--- src/rtl/read_seq_pkg.sv ---
// Shared types and width helpers for the chip readout sequencer.
package read_seq_pkg;

    typedef enum logic [1:0] {
        IDLE  = 2'd0,
        READ  = 2'd1,
        FLUSH = 2'd2,
        NEXT  = 2'd3
    } seq_state_e;

    function automatic int cnt_w(input int max_samples);
        return $clog2(max_samples + 1);
    endfunction

    function automatic int idx_w(input int n);
        return (n > 1) ? $clog2(n) : 1;
    endfunction

endpackage

--- src/rtl/trig_edge_counter.sv ---
// Per-chip trigger counter: 2-flop synchroniser, rising-edge detect, wrapping count with clear.
module trig_edge_counter #(
    parameter int CNT_W = 16
) (
    input  logic             clk_i,
    input  logic             rst_i,
    input  logic             trig_i,
    input  logic             clr_i,
    output logic             edge_o,
    output logic [CNT_W-1:0] count_o
);

    // sync_q[1:0] is the synchroniser, sync_q[2] holds the previous synchronised level
    logic [2:0]       sync_q;
    logic [CNT_W-1:0] count_q;
    logic [CNT_W-1:0] count_d;

    assign edge_o  = sync_q[1] & ~sync_q[2];
    assign count_o = count_q;

    always_comb begin
        count_d = count_q;
        if (clr_i) begin
            count_d = '0;
        end else if (edge_o) begin
            count_d = count_q + 1'b1;
        end
    end

    always_ff @(posedge clk_i) begin
        if (rst_i) begin
            sync_q  <= '0;
            count_q <= '0;
        end else begin
            sync_q  <= {sync_q[1:0], trig_i};
            count_q <= count_d;
        end
    end

endmodule

--- src/rtl/chip_readout_sequencer.sv ---
// Sequences clock-enabled readout of up to NUM_CH chips into one FIFO, with stall, abort and trigger counters.
// Optional READOUT_AUTO_TRIG_EN adds auto_mode: a masked trigger edge starts a sequence while idle.
module chip_readout_sequencer
    import read_seq_pkg::*;
#(
    parameter int NUM_CH      = 4,
    parameter int MAX_SAMPLES = 1280,
    parameter int ADC_LAT     = 2,
    parameter int TRIG_CNT_W  = 16,
    localparam int CNT_W      = cnt_w(MAX_SAMPLES),
    localparam int CH_W       = idx_w(NUM_CH)
) (
    input  logic                         clk,
    input  logic                         rst,
    input  logic [NUM_CH-1:0]            trig_from_chip,
    input  logic                         start,
    input  logic                         abort,
    input  logic [NUM_CH-1:0]            ch_mask,
    input  logic [CNT_W-1:0]             num_samples,
    input  logic                         trig_cnt_clr,
    input  logic                         fifo_afull,
`ifdef READOUT_AUTO_TRIG_EN
    input  logic                         auto_mode,
`endif
    output logic [NUM_CH-1:0]            read_clk_en,
    output logic                         adc_wr_en,
    output logic [CH_W-1:0]              adc_ch,
    output logic                         busy,
    output logic                         done,
    output logic                         aborted,
    output logic [NUM_CH*TRIG_CNT_W-1:0] trigger_counter
);

    localparam logic [CNT_W-1:0] MAX_N = CNT_W'(MAX_SAMPLES);

    seq_state_e        state_q, state_d;
    logic [NUM_CH-1:0] mask_q, mask_d;
    logic [CNT_W-1:0]  nsamp_q, nsamp_d;
    logic [CNT_W-1:0]  cnt_q, cnt_d;
    logic [CH_W-1:0]   ch_q, ch_d;
    logic [3:0]        flush_q, flush_d;
    logic              afull_q;
    logic              done_q, done_d;
    logic              aborted_q, aborted_d;

    logic              pipe_clr;
    logic              en_active;
    logic              seq_start;
    logic              nxt_found;
    logic [CH_W-1:0]   nxt_ch;
    logic [NUM_CH-1:0] nxt_onehot;
    logic [NUM_CH-1:0] trig_edge;

    genvar g;
    generate
        for (g = 0; g < NUM_CH; g++) begin : g_trig
            trig_edge_counter #(
                .CNT_W(TRIG_CNT_W)
            ) u_trig (
                .clk_i   (clk),
                .rst_i   (rst),
                .trig_i  (trig_from_chip[g]),
                .clr_i   (trig_cnt_clr),
                .edge_o  (trig_edge[g]),
                .count_o (trigger_counter[g*TRIG_CNT_W +: TRIG_CNT_W])
            );
        end
    endgenerate

`ifdef READOUT_AUTO_TRIG_EN
    assign seq_start = start | (auto_mode & (|(trig_edge & ch_mask)));
`else
    assign seq_start = start;
    // Edge pulses only feed auto-start; keep them referenced in this build
    logic unused_trig_edge;
    assign unused_trig_edge = ^trig_edge;
`endif

    assign en_active = (state_q == READ) && !afull_q;
    assign busy      = (state_q != IDLE);
    assign done      = done_q;
    assign aborted   = aborted_q;

    always_comb begin
        read_clk_en = '0;
        for (int unsigned i = 0; i < NUM_CH; i++) begin
            read_clk_en[i] = en_active && (ch_q == CH_W'(i));
        end
    end

    always_comb begin
        nxt_found  = 1'b0;
        nxt_ch     = '0;
        nxt_onehot = '0;
        for (int unsigned i = 0; i < NUM_CH; i++) begin
            if (mask_q[i] && !nxt_found) begin
                nxt_found     = 1'b1;
                nxt_ch        = CH_W'(i);
                nxt_onehot[i] = 1'b1;
            end
        end
    end

    always_comb begin
        state_d   = state_q;
        mask_d    = mask_q;
        nsamp_d   = nsamp_q;
        cnt_d     = cnt_q;
        ch_d      = ch_q;
        flush_d   = flush_q;
        done_d    = 1'b0;
        aborted_d = 1'b0;
        pipe_clr  = 1'b0;

        case (state_q)
            IDLE: begin
                if (seq_start && !abort) begin
                    // An out-of-range count skips every channel: pending mask starts empty
                    mask_d  = (num_samples == '0 || num_samples > MAX_N) ? '0 : ch_mask;
                    nsamp_d = num_samples;
                    state_d = NEXT;
                end
            end
            NEXT: begin
                if (nxt_found) begin
                    ch_d    = nxt_ch;
                    mask_d  = mask_q & ~nxt_onehot;
                    cnt_d   = '0;
                    state_d = READ;
                end else begin
                    done_d  = 1'b1;
                    state_d = IDLE;
                end
            end
            READ: begin
                if (en_active) begin
                    cnt_d = cnt_q + 1'b1;
                    if (cnt_d == nsamp_q) begin
                        flush_d = '0;
                        state_d = (ADC_LAT == 0) ? NEXT : FLUSH;
                    end
                end
            end
            FLUSH: begin
                flush_d = flush_q + 1'b1;
                if (flush_q == 4'(ADC_LAT - 1)) begin
                    state_d = NEXT;
                end
            end
            default: state_d = IDLE;
        endcase

        if (abort && state_q != IDLE) begin
            state_d   = IDLE;
            mask_d    = '0;
            aborted_d = 1'b1;
            pipe_clr  = 1'b1;
        end
    end

    always_ff @(posedge clk) begin
        if (rst) begin
            state_q   <= IDLE;
            mask_q    <= '0;
            nsamp_q   <= '0;
            cnt_q     <= '0;
            ch_q      <= '0;
            flush_q   <= '0;
            afull_q   <= 1'b0;
            done_q    <= 1'b0;
            aborted_q <= 1'b0;
        end else begin
            state_q   <= state_d;
            mask_q    <= mask_d;
            nsamp_q   <= nsamp_d;
            cnt_q     <= cnt_d;
            ch_q      <= ch_d;
            flush_q   <= flush_d;
            afull_q   <= fifo_afull;
            done_q    <= done_d;
            aborted_q <= aborted_d;
        end
    end

    generate
        if (ADC_LAT == 0) begin : g_no_lat
            assign adc_wr_en = en_active;
            assign adc_ch    = ch_q;
        end else begin : g_lat
            logic            wr_pipe_q [ADC_LAT];
            logic [CH_W-1:0] ch_pipe_q [ADC_LAT];

            always_ff @(posedge clk) begin
                if (rst || pipe_clr) begin
                    for (int unsigned i = 0; i < ADC_LAT; i++) begin
                        wr_pipe_q[i] <= 1'b0;
                        ch_pipe_q[i] <= '0;
                    end
                end else begin
                    wr_pipe_q[0] <= en_active;
                    ch_pipe_q[0] <= ch_q;
                    for (int unsigned i = 1; i < ADC_LAT; i++) begin
                        wr_pipe_q[i] <= wr_pipe_q[i-1];
                        ch_pipe_q[i] <= ch_pipe_q[i-1];
                    end
                end
            end

            assign adc_wr_en = wr_pipe_q[ADC_LAT-1];
            assign adc_ch    = ch_pipe_q[ADC_LAT-1];
        end
    endgenerate

endmodule

--- config.mk ---
export PLATFORM = sky130hd
export DESIGN_NAME = chip_readout_sequencer
export DESIGN_NICKNAME = d
export VERILOG_FILES = /design/src/rtl/read_seq_pkg.sv /design/src/rtl/trig_edge_counter.sv /design/src/rtl/chip_readout_sequencer.sv
export SDC_FILE = /design/constraint.sdc
export NUM_CORES = 1
export LEC_CHECK = 0
export CAP_MARGIN = 5
export CELL_PAD_IN_SITES_DETAIL_PLACEMENT = 0
export CELL_PAD_IN_SITES_GLOBAL_PLACEMENT = 1
export CORE_ASPECT_RATIO = 0.8
export CORE_MARGIN = 2
export CORE_UTILIZATION = 39
export DETAILED_ROUTE_END_ITERATION = 7
export PLACE_DENSITY_LB_ADDON = 0.1
export SLEW_MARGIN = 20
export SYNTH_ARGS = -nofsm -noshare
export SYNTH_HDL_FRONTEND = slang
export SYNTH_SLANG_ARGS = --single-unit
--- constraint.sdc ---
create_clock -name clk -period 2.6 [get_ports clk]
set_input_delay 0.65 -clock clk [delete_from_list [all_inputs] [get_ports clk]]
set_output_delay 0.65 -clock clk [all_outputs]
set_load 0.02 [all_outputs]
-- Yosys cells after proc, flatten, opt, wreduce, memory -nomap -nowiden
Memories as Yosys holds them, arrays and structs flattened.
Cells that the tools add are included.
- equal/unequal tests: 13
- add/subtract/negate cells: 6
- bitwise gates (word level): 15
- mux-type cells: 35
- order comparisons: 1
- reductions and logical operators: 33
- operators with widths (cell ; number):
    adder 16 x 1 -> 16 bit (second input constant) ; 4
    2-to-1 mux 11 bit ; 2
    one-hot mux 11 bit (2 select lines) ; 1
    2-to-1 mux 4 bit ; 5
    2-to-1 mux 1 bit ; 16
    2-to-1 mux 2 bit ; 8
    one-hot mux 4 bit (2 select lines) ; 2
    adder 11 x 1 -> 11 bit (second input constant) ; 1
    equality test 11 bit ; 1
    greater-than comparator 11 bit (second input constant) ; 1
    logical NOT 11 bit ; 1
    logical AND 1 bit ; 10
    AND reduction 3 bit ; 3
    equality test 2 bit (second input constant) ; 4
    != test 2 bit (second input constant) ; 4
    one-hot mux 2 bit (4 select lines) ; 1
    nonzero test 2 bit ; 4
    OR reduction 2 bit ; 3
    logical NOT 1 bit ; 5
    inverter 1 bit ; 5
    adder 4 x 1 -> 4 bit (second input constant) ; 1
    AND 1 bit ; 4
    AND 4 bit ; 1
    equality test 2 x 1 -> 1 bit (second input constant) ; 2
    other kinds (8) ; 14
- bits in writable memories: 6
- output and inout bits: 74
- memories kept: 2
- register bits after elaboration: 113
- bits of input ports: 25
- memories (memory ; depth ; bits a word ; rd ports ; clocked after Yosys merged registers in ; wr ports ; line ; RTL):
    g_lat.ch_pipe_q ; 2 ; 2 ; 2 ; 0 ; 2 ; chip_readout_sequencer.sv:191 ; logic [CH_W-1:0] ch_pipe_q [ADC_LAT];
    g_lat.wr_pipe_q ; 2 ; 1 ; 2 ; 0 ; 2 ; chip_readout_sequencer.sv:190 ; logic wr_pipe_q [ADC_LAT];

-- Depth between registers and ports, before layout
Gate-level depths: netlist of the first run.
- depth in word-level cells: 14
- depth in mapped cells: 8
- gate-level depth less buffers: 7

-- Modules after synthesis
From an unflattened synthesis of the first run, not the netlist that was laid out.
- cell total of the unflattened synthesis: 640
- area, all modules: 5492.8 sq um
- by module, submodules not included (module ; instances ; cells each ; area an instance (sq um)):
    trig_edge_counter ; 4 ; 91 ; 832.0
    chip_readout_sequencer ; 1 ; 276 ; 2164.6

-- Least setup slack after synthesis of the first run
No wires, ideal clock.
- path type: register to output
- start: register state_q[0]
- end: output read_clk_en[2]
- slack: 431 ps
- arrival time: 1519 ps
- path buffers: 1
- stages on the path, launching flop included: 6
- path through: dfxtp_1 inv_1 nor2_1 nand2_1 clkbuf_1 nor3b_1
- cells in the longest elaborated chain, start to end: 3
- RTL lines (element ; line ; RTL):
    start, declared ; chip_readout_sequencer.sv:36 ; seq_state_e state_q, state_d;
    start signal, assigned ; chip_readout_sequencer.sv:173 ; state_q <= state_d;
    equality test 2 x 1 -> 1 bit ; chip_readout_sequencer.sv:79 ; assign en_active = (state_q == READ) && !afull_q;
    logical AND 1 bit ; chip_readout_sequencer.sv:79 ;
    logical AND 1 bit ; chip_readout_sequencer.sv:87 ; read_clk_en[i] = en_active && (ch_q == CH_W'(i));
    end, declared ; chip_readout_sequencer.sv:25 ; output logic [NUM_CH-1:0] read_clk_en,
No other way between the ends.

-- Final worst setup path of the first run
Ends and elaborated chain as after synthesis.

==> results of run 1 <==
layout make-up:
cell class | count | area, sq um
well taps | 175 | 219.0
flip-flops and latches | 119 | 2382
multi-input cells | 444 | 2624
fillers | 1210 | 5923
repair buffers | 107 | 1044
clock inverters | 13 | 195.2
inverters | 8 | 30.03
clock buffers | 19 | 452.9
cell usage after synthesis, types with 4 or more instances:
library cell	instances	share of area, %
a21oi_1	38	3.7
nand2_1	66	4.8
nor4_1	6	0.73
nand2b_1	5	0.61
nor2_1	89	6.5
nor2b_1	21	2.6
and3_1	14	1.7
o21ai_0	17	1.7
and2_1	6	0.73
dfxtp_1	119	46
mux2i_1	5	0.97
buf_2	4	0.39
nand4_1	12	1.5
or3_1	8	0.97
nor3_1	4	0.39
and4_1	7	1.2
clkbuf_1	15	1.1
xnor2_1	21	3.6
inv_1	8	0.58
ha_1	7	1.7
nand3_1	27	2.6
xor2_1	47	8.0
path summary, 6_finish.rpt:
| check | start | endpoint | slack (ns) |
|---|---|---|---|
| setup / recovery | state_q[0]$_SDFFE_PP0P_ | read_clk_en[2] | 0.18 |
| hold / removal | g_lat.ch_pipe_q[0][1]$_SDFF_PP0_ | g_lat.ch_pipe_q[0][3]$_SDFF_PP0_ | 0.43 |
| setup reg to reg | cnt_q[2]$_SDFFE_PP0P_ | flush_q[1]$_SDFFE_PP0P_ | 0.48 |
| hold reg to reg | g_lat.ch_pipe_q[0][1]$_SDFF_PP0_ | g_lat.ch_pipe_q[0][3]$_SDFF_PP0_ | 0.43 |
cells by family after synthesis:
family | count (synthesis)
flip-flops | 119
AND/OR/NAND/NOR | 284
AO/OA/AOI/OAI | 80
XOR/XNOR | 68
buffers and inverters | 33
adder cells (fa/ha/maj) | 7
multiplexers | 5
repair_timing:
| action | in CTS | in global routing |
|---|---|---|
| setup buffers | 0 | 0 |
| setup endpoints to repair | 4 | 0 |
| hold buffers | 0 | 0 |
| resized for setup | 5 | 0 |
flip-flops by register name, indices dropped and copies added (netlist names):
signal / count
g_trig.u_trig.count_o: 64
g_lat.wr_pipe_q: 2
ch_q: 2
cnt_q: 11
mask_q: 4
afull_q: 1
flush_q: 4
aborted: 1
state_q: 2
g_trig.u_trig.sync_q: 12
g_lat.ch_pipe_q: 4
nsamp_q: 11
done: 1
routing by layer:
metal	wire length [microns]	part of all wire, %	global-route usage, %	vias to the layer above
met2	5335	44	26.68	99
met1	6119	50	24.69	2059
li1	-	-	-	2233
met5	0	0	0	-
met3	616	5.1	5.296	8
met4	80	0.66	5.223	0
power groups by stage:
stage	sequential (W)	combinational, W	clock [W]
6_report	0.00188	0.000223	0.00254
5_1_grt	0.00188	0.000247	0.00269
4_1_cts	0.00188	0.000225	0.00261
3_5_place_dp	0.00191	0.000224	0
3_3_place_gp	0.00191	0.000222	0
2_1_floorplan	0.00191	0.000133	0
stage by stage:
step	util, %	std cells
floorplan	-	596
detailed placement	48.96	853
finish	53.98	885
global route	53.98	885
CTS	53.98	885
global placement	48.96	853
cell usage in the layout (no fill, tap or decap), types with 17 or more instances in the layout:
cell | Yosys | layout
a21oi_1 | 38 | 38
clkbuf_16 | 0 | 17
clkdlybuf4s50_1 | 0 | 94
dfxtp_1 | 119 | 119
nand2_1 | 66 | 66
nand3_1 | 27 | 27
nor2_1 | 89 | 88
nor2b_1 | 21 | 21
o21ai_0 | 17 | 17
xnor2_1 | 21 | 21
xor2_1 | 47 | 47
worst max-delay path, delay by kind of cell (launching register included):
family | cells | cell delay [ns]
simple gates | 3 | 0.48
buf+inv | 2 | 0.46
flops | 1 | 0.43
==> implementation parameters, run 1 <==
Parameter                              Value

Status
  Status ... finished, final reports clean

Pwr
  Reg power frac ... 40.4%
  Maximum vdd drop ... 494.3 uV
  Combinational cell fraction of total power ... 4.8%
  Internal power component ... 0.003614 W
  Clock network fraction of design power ... 54.8%
  Static leakage ... 2.502 nW
  Power per cell area ... 668.2 nW/um^2
  Psw ... 0.001027 W
  Switch share ... 22.13%
  Final Total Pwr ... 0.004642 W

STA
  Slew at the pin with the worst max-slew slack ... 0.6685 ns
  Minimum setup slack in the final design ... 0.1822 ns
  Worst clock skew ... 0.008289 ns
  Relative slew slack ... 55.43%
  Fraction of the cycle the final worst path needs ... 92.99%
  Highest clock rate ... 413.6 MHz
  Endpoints failing setup ... 0
  Fin crit period ... 2.418 ns
  Setup repair after global routing missed its margin ... false
  Max-slew violation count ... 0
  Setup tns final ... 0 ns
  Minimum hold slack ... 0.4252 ns
  Count of final hold-check violations ... 0

Yosys
  Simple-gate share of the synthesized area ... 27.51%
  Unique masters post-synth ... 51
  Post-synthesis instance total ... 596
  Main combinational cell family by area after synthesis ... simple AND/OR/NAND/NOR gates
  Count of yosys warnings during synthesis ... 0
  Predominant post-synthesis flop cell ... dfxtp_1
  Compound-gate portion of the synthesized area ... 9.195%
  Average cell area after synthesis ... 8.630 sq um
  Net count of the mapped netlist ... 628
  Multiplexer fraction of the synthesized cell area ... 0.9730%
  Adder and majority cell fraction of the synthesized area ... 1.703%
  Number of enable-type register cells in the synthesized netlist ... 0
  Area share of xor/xnor cells in the synthesized design ... 11.58%
  Post-synthesis instance area ... 5144 sq um
  Post-synth ARST share ... 0%
  Synthesis-stage register bit count ... 119
  Seq/Total Area, Yosys ... 46.31%

Route
  Antenna-violating nets left ... 0
  Post-route DRC ... 0
  Wire length after detailed routing ... 12.15 mm
  Mean routed wirelength per cell ... 13.73 microns
  DRT iter0 DRCs ... 255
  Number of vias per cell after detailed routing ... 4.971
  Overall via count from detail_route ... 4399
  TritonRoute pass-1 iters ... 4

Setup path
  Cells traversed along the worst timing path ... inv_1 > nor2_1 > nand2_1 > nor3b_1 > dlygate4sd2_1
  Delay contributed by the slowest stage of the critical path ... 0.43 ns
  Peak fanout along the critical path ... 7
  Worst reg-to-reg path cell count ... 6
  Worst Path Required ... 1.95 ns
  Start-to-end type of the worst setup path ... flop to output pin
  Highest-delay cell along the critical path ... dfxtp_1
  Kind of capture point of the worst setup path ... output pin
  Kind of start point of the critical path ... flop
  Data arrival, critical path ... 1.77 ns

Placement
  Setup Slack @ Placement ... 0.2333 ns
  HPWL after detailed placement ... 8.575 mm
  Placer's final routability congestion estimate ... 0.7688
  Dpl cell area ... 6301 sq um
  Input/output buffers ... 98

Hold path
  Worst hold path stage count ... 1
  Type of the worst min-delay path ... flop to flop

Die
  Number of cell rows ... 37
  Core Region ... 12870 sq um
  Die Wd ... 132.4 microns
  Die outline area ... 14130 sq um
  Starting Density ... 39.97%
  Vertical die dimension ... 106.7 microns
  Number of placed I/O pins ... 99

GRT
  Wire length of the first global-routing pass ... 20.09 mm
  Overall overflow remaining after global route ... 0
  Pin count of the biggest net entering global routing ... 65
  Number of antenna violations at the first check in global routing ... 0
  All-Layer GR Usage ... 17.77%
  Number of global-route vias before repair ... 4095

Final layout
  Number of nets at the end of the flow ... 729
  Share of layout cells above drive strength 1 ... 7.465%
  Final Instance Area ... 6947 sq um
  # diodes ... 0
  Synth-to-Final Area Change ... 35.05%

Clocking
  Deepest level of the CTS H-tree ... 4
  Library cell used as clock root buffer ... clkbuf_16
  Clock tree sinks ... 119
  TritonCTS clock tree ... built
  Clock insertion delay at the later pin of the skew report ... 0.41 ns
  Clock-pin transition on the worst setup and hold timing paths ... 0.06 ns
  CTS buffer count ... 17
  Max clock buf depth ... 2

Run
  Max-capacitance violation count ... 0
Power figures use the tool's default switching activity.
==> inputs of run 2 (changes only) <==
==> constraint.sdc (replaced) <==
create_clock -name clk -period 2.6 [get_ports clk]
set_input_delay 0.65 -clock clk [delete_from_list [all_inputs] [get_ports clk]]
set_output_delay 0.65 -clock clk [all_outputs]
set_load 0.05 [all_outputs]
==> implementation parameters, run 2 (synthesized netlist as in run 1, its figures left out) <==
Parameter                              Value

Setup path
  Start-to-end type of the worst setup path ... flop to output pin
  Kind of capture point of the worst setup path ... output pin
  Peak fanout along the critical path ... 10 (+3)
  R2r setup slk ... 0.43 ns (-0.05 ns)
  Data arrival, critical path ... 1.78 ns (about the same)
  Kind of start point of the critical path ... flop
  Worst Path Required ... 1.95 ns (about the same)

Route
  TritonRoute pass-1 iters ... 5 (+1)
  Mean routed wirelength per cell ... 13.50 microns (-1.7%)
  Wire length after detailed routing ... 11.91 mm (-2.0%)
  DRT iter0 DRCs ... 279 (+9.4%)
  Overall via count from detail_route ... 4387 (-0.27%)
  Antenna-violating nets left ... 0 (unchanged)
  Number of vias per cell after detailed routing ... 4.974 (about the same)
  Post-route DRC ... 0 (unchanged)

Run
  Max-capacitance violation count ... 0 (unchanged)

GRT
  Overall overflow remaining after global route ... 0 (unchanged)
  All-Layer GR Usage ... 17.44% (-0.33 points)
  Number of antenna violations at the first check in global routing ... 0 (unchanged)
  Pin count of the biggest net entering global routing ... 65 (unchanged)
  Number of global-route vias before repair ... 4005 (-2.2%)
  Wire length of the first global-routing pass ... 19.76 mm (-1.6%)

Final layout
  Number of flip-flops under the largest register name ... 64 (unchanged)
  Number of nets at the end of the flow ... 727 (-0.27%)
  Synth-to-Final Area Change ... 34.47%
  Share of layout cells above drive strength 1 ... 7.638% (+0.17 points)
  Fill cell total of the finished layout ... 1187 (-1.9%)
  Commonest non-fill, non-tap cells in the layout ... dfxtp_1 (119), clkdlybuf4s50_1 (93), nor2_1 (88)
  Commonest non-fill, non-tap cell in the layout ... dfxtp_1
  Finished Core Util ... 53.74% (-0.23 points)
  Area occupied by multi-input gates ... 2639 sq um (+0.57%)
  # diodes ... 0 (unchanged)
  Area used by sequential logic in the layout ... 2382 sq um (unchanged)

Pwr
  Final Total Pwr ... 0.004393 W (-5.3%)
  Switch share ... 22.11% (-0.028 points)
  Maximum vdd drop ... 452.8 uV (-8.4%)
  Internal power component ... 0.003422 W (-5.3%)
  Psw ... 0.0009712 W (-5.5%)
  Clock network fraction of design power ... 51.9% (-2.9 points)
  Reg power frac ... 42.7% (+2.3 points)
  Static leakage ... 2.476 nW (-1.1%)
  Combinational cell fraction of total power ... 5.4% (+0.6 points)
  Power per cell area ... 635.2 nW/um^2 (-4.9%)

Die
  Vertical die dimension ... 106.7 microns (unchanged)
  Core Region ... 12870 sq um (unchanged)
  Number of cell rows ... 37 (unchanged)
  Die outline area ... 14130 sq um (unchanged)
  Number of placed I/O pins ... 99 (unchanged)
  Starting Density ... 39.97% (unchanged)
  Die Wd ... 132.4 microns (unchanged)

Placement
  Input/output buffers ... 98 (unchanged)
  HPWL after detailed placement ... 8.247 mm (-3.8%)
  Placer's final routability congestion estimate ... 0.8423 (+9.6%)

STA
  Fraction of the cycle the final worst path needs ... 93.55% (+0.55 points)
  Relative slew slack ... 54.19% (-1.2 points)
  Worst clock skew ... 0.008690 ns (+0.0004017 ns)
  Setup repair after global routing missed its margin ... false
  Highest clock rate ... 411.2 MHz (-0.59%)
  Count of final hold-check violations ... 0 (unchanged)
  Fin crit period ... 2.432 ns (+0.01439 ns)
  Endpoints failing setup ... 0 (unchanged)
  Setup tns final ... 0 ns (unchanged)
  Slew at the pin with the worst max-slew slack ... 0.6872 ns (+0.01874 ns)
  Max-slew violation count ... 0 (unchanged)

Clocking
  Deepest level of the CTS H-tree ... 4 (unchanged)
  Max clock buf depth ... 2 (unchanged)
  Clock tree sinks ... 119 (unchanged)
  Number of hold-repair buffers added at the cts stage ... 0 (unchanged)
  Clock-pin transition on the worst setup and hold timing paths ... 0.05 ns (about the same)
  Library cell used as clock root buffer ... clkbuf_16
  TritonCTS clock tree ... built
  CTS buffer count ... 17 (unchanged)
  Clock insertion delay at the later pin of the skew report ... 0.41 ns (about the same)

Status
  Status ... finished, final reports clean

Hold path
  Type of the worst min-delay path ... flop to flop
[run 2: final timing paths]
kind	cells past startpoint	to	start
worst max register to register	7	state_q[1]$_SDFFE_PP0P_	cnt_q[0]$_SDFFE_PP0P_
worst max-delay path	5	read_clk_en[1]	state_q[1]$_SDFFE_PP0P_
worst min-delay path	1	g_lat.ch_pipe_q[0][2]$_SDFF_PP0_	g_lat.ch_pipe_q[0][0]$_SDFF_PP0_
worst min register to register	1	g_lat.ch_pipe_q[0][2]$_SDFF_PP0_	g_lat.ch_pipe_q[0][0]$_SDFF_PP0_
[run 2: metal layers]
metal	up-vias	part of all wire [%]	track usage [%]
li1	2231	-	-
met1	2026	52	24.65
met2	119	42	25.68
met3	11	5.6	4.775
met4	0	0.83	5.760
met5	-	0	0
[run 2: worst max-delay path: stages (launching register included)]
cell and delay, ns:
dfxtp_1 0.41, nand2b_1 0.24, nor2_1 0.23, nand2_1 0.08, nor2_1 0.23, buf_12 0.18
[run 2: through the flow]
step	setup slack, ns	std cells	hold slack (ns)	cell area, sq um
after floorplan	0.2732	596	0.4057	5154
after global placement	0.3265	851	0.4128	6336
after detailed placement	0.3052	851	0.4121	6336
after CTS	0.01041	882	0.4251	6909
after global routing	0.02932	882	0.4366	6917
final	0.1678	882	0.4225	6917
[run 2: timing repair]
action | 4_1_cts | 5_1_grt
buffers inserted | 0 | 0
gates resized for setup | 1 | 2
setup endpoints to repair | 1 | 2
pin swaps | 0 | 1
[run 2: final cells by class]
| cell class | instances | share of cell area, % |
|---|---|---|
| Multi-Input combinational cell | 444 | 38.15 |
| Sequential cell | 119 | 34.44 |
| Timing Repair Buffer | 105 | 15.50 |
| Clock buffer | 22 | 6.856 |
| Tap cell | 175 | 3.166 |
| Clock inverter | 9 | 1.447 |
| Inverter | 8 | 0.4342 |
[run 2: power groups by stage]
stage / Clock, W / Combinational (W) / Sequential [W]
2_1_floorplan: 0 / 0.000140 / 0.00192
3_3_place_gp: 0 / 0.000237 / 0.00191
3_5_place_dp: 0 / 0.000239 / 0.00192
4_1_cts: 0.00232 / 0.000238 / 0.00188
5_1_grt: 0.00242 / 0.000263 / 0.00188
6_report: 0.00228 / 0.000238 / 0.00188
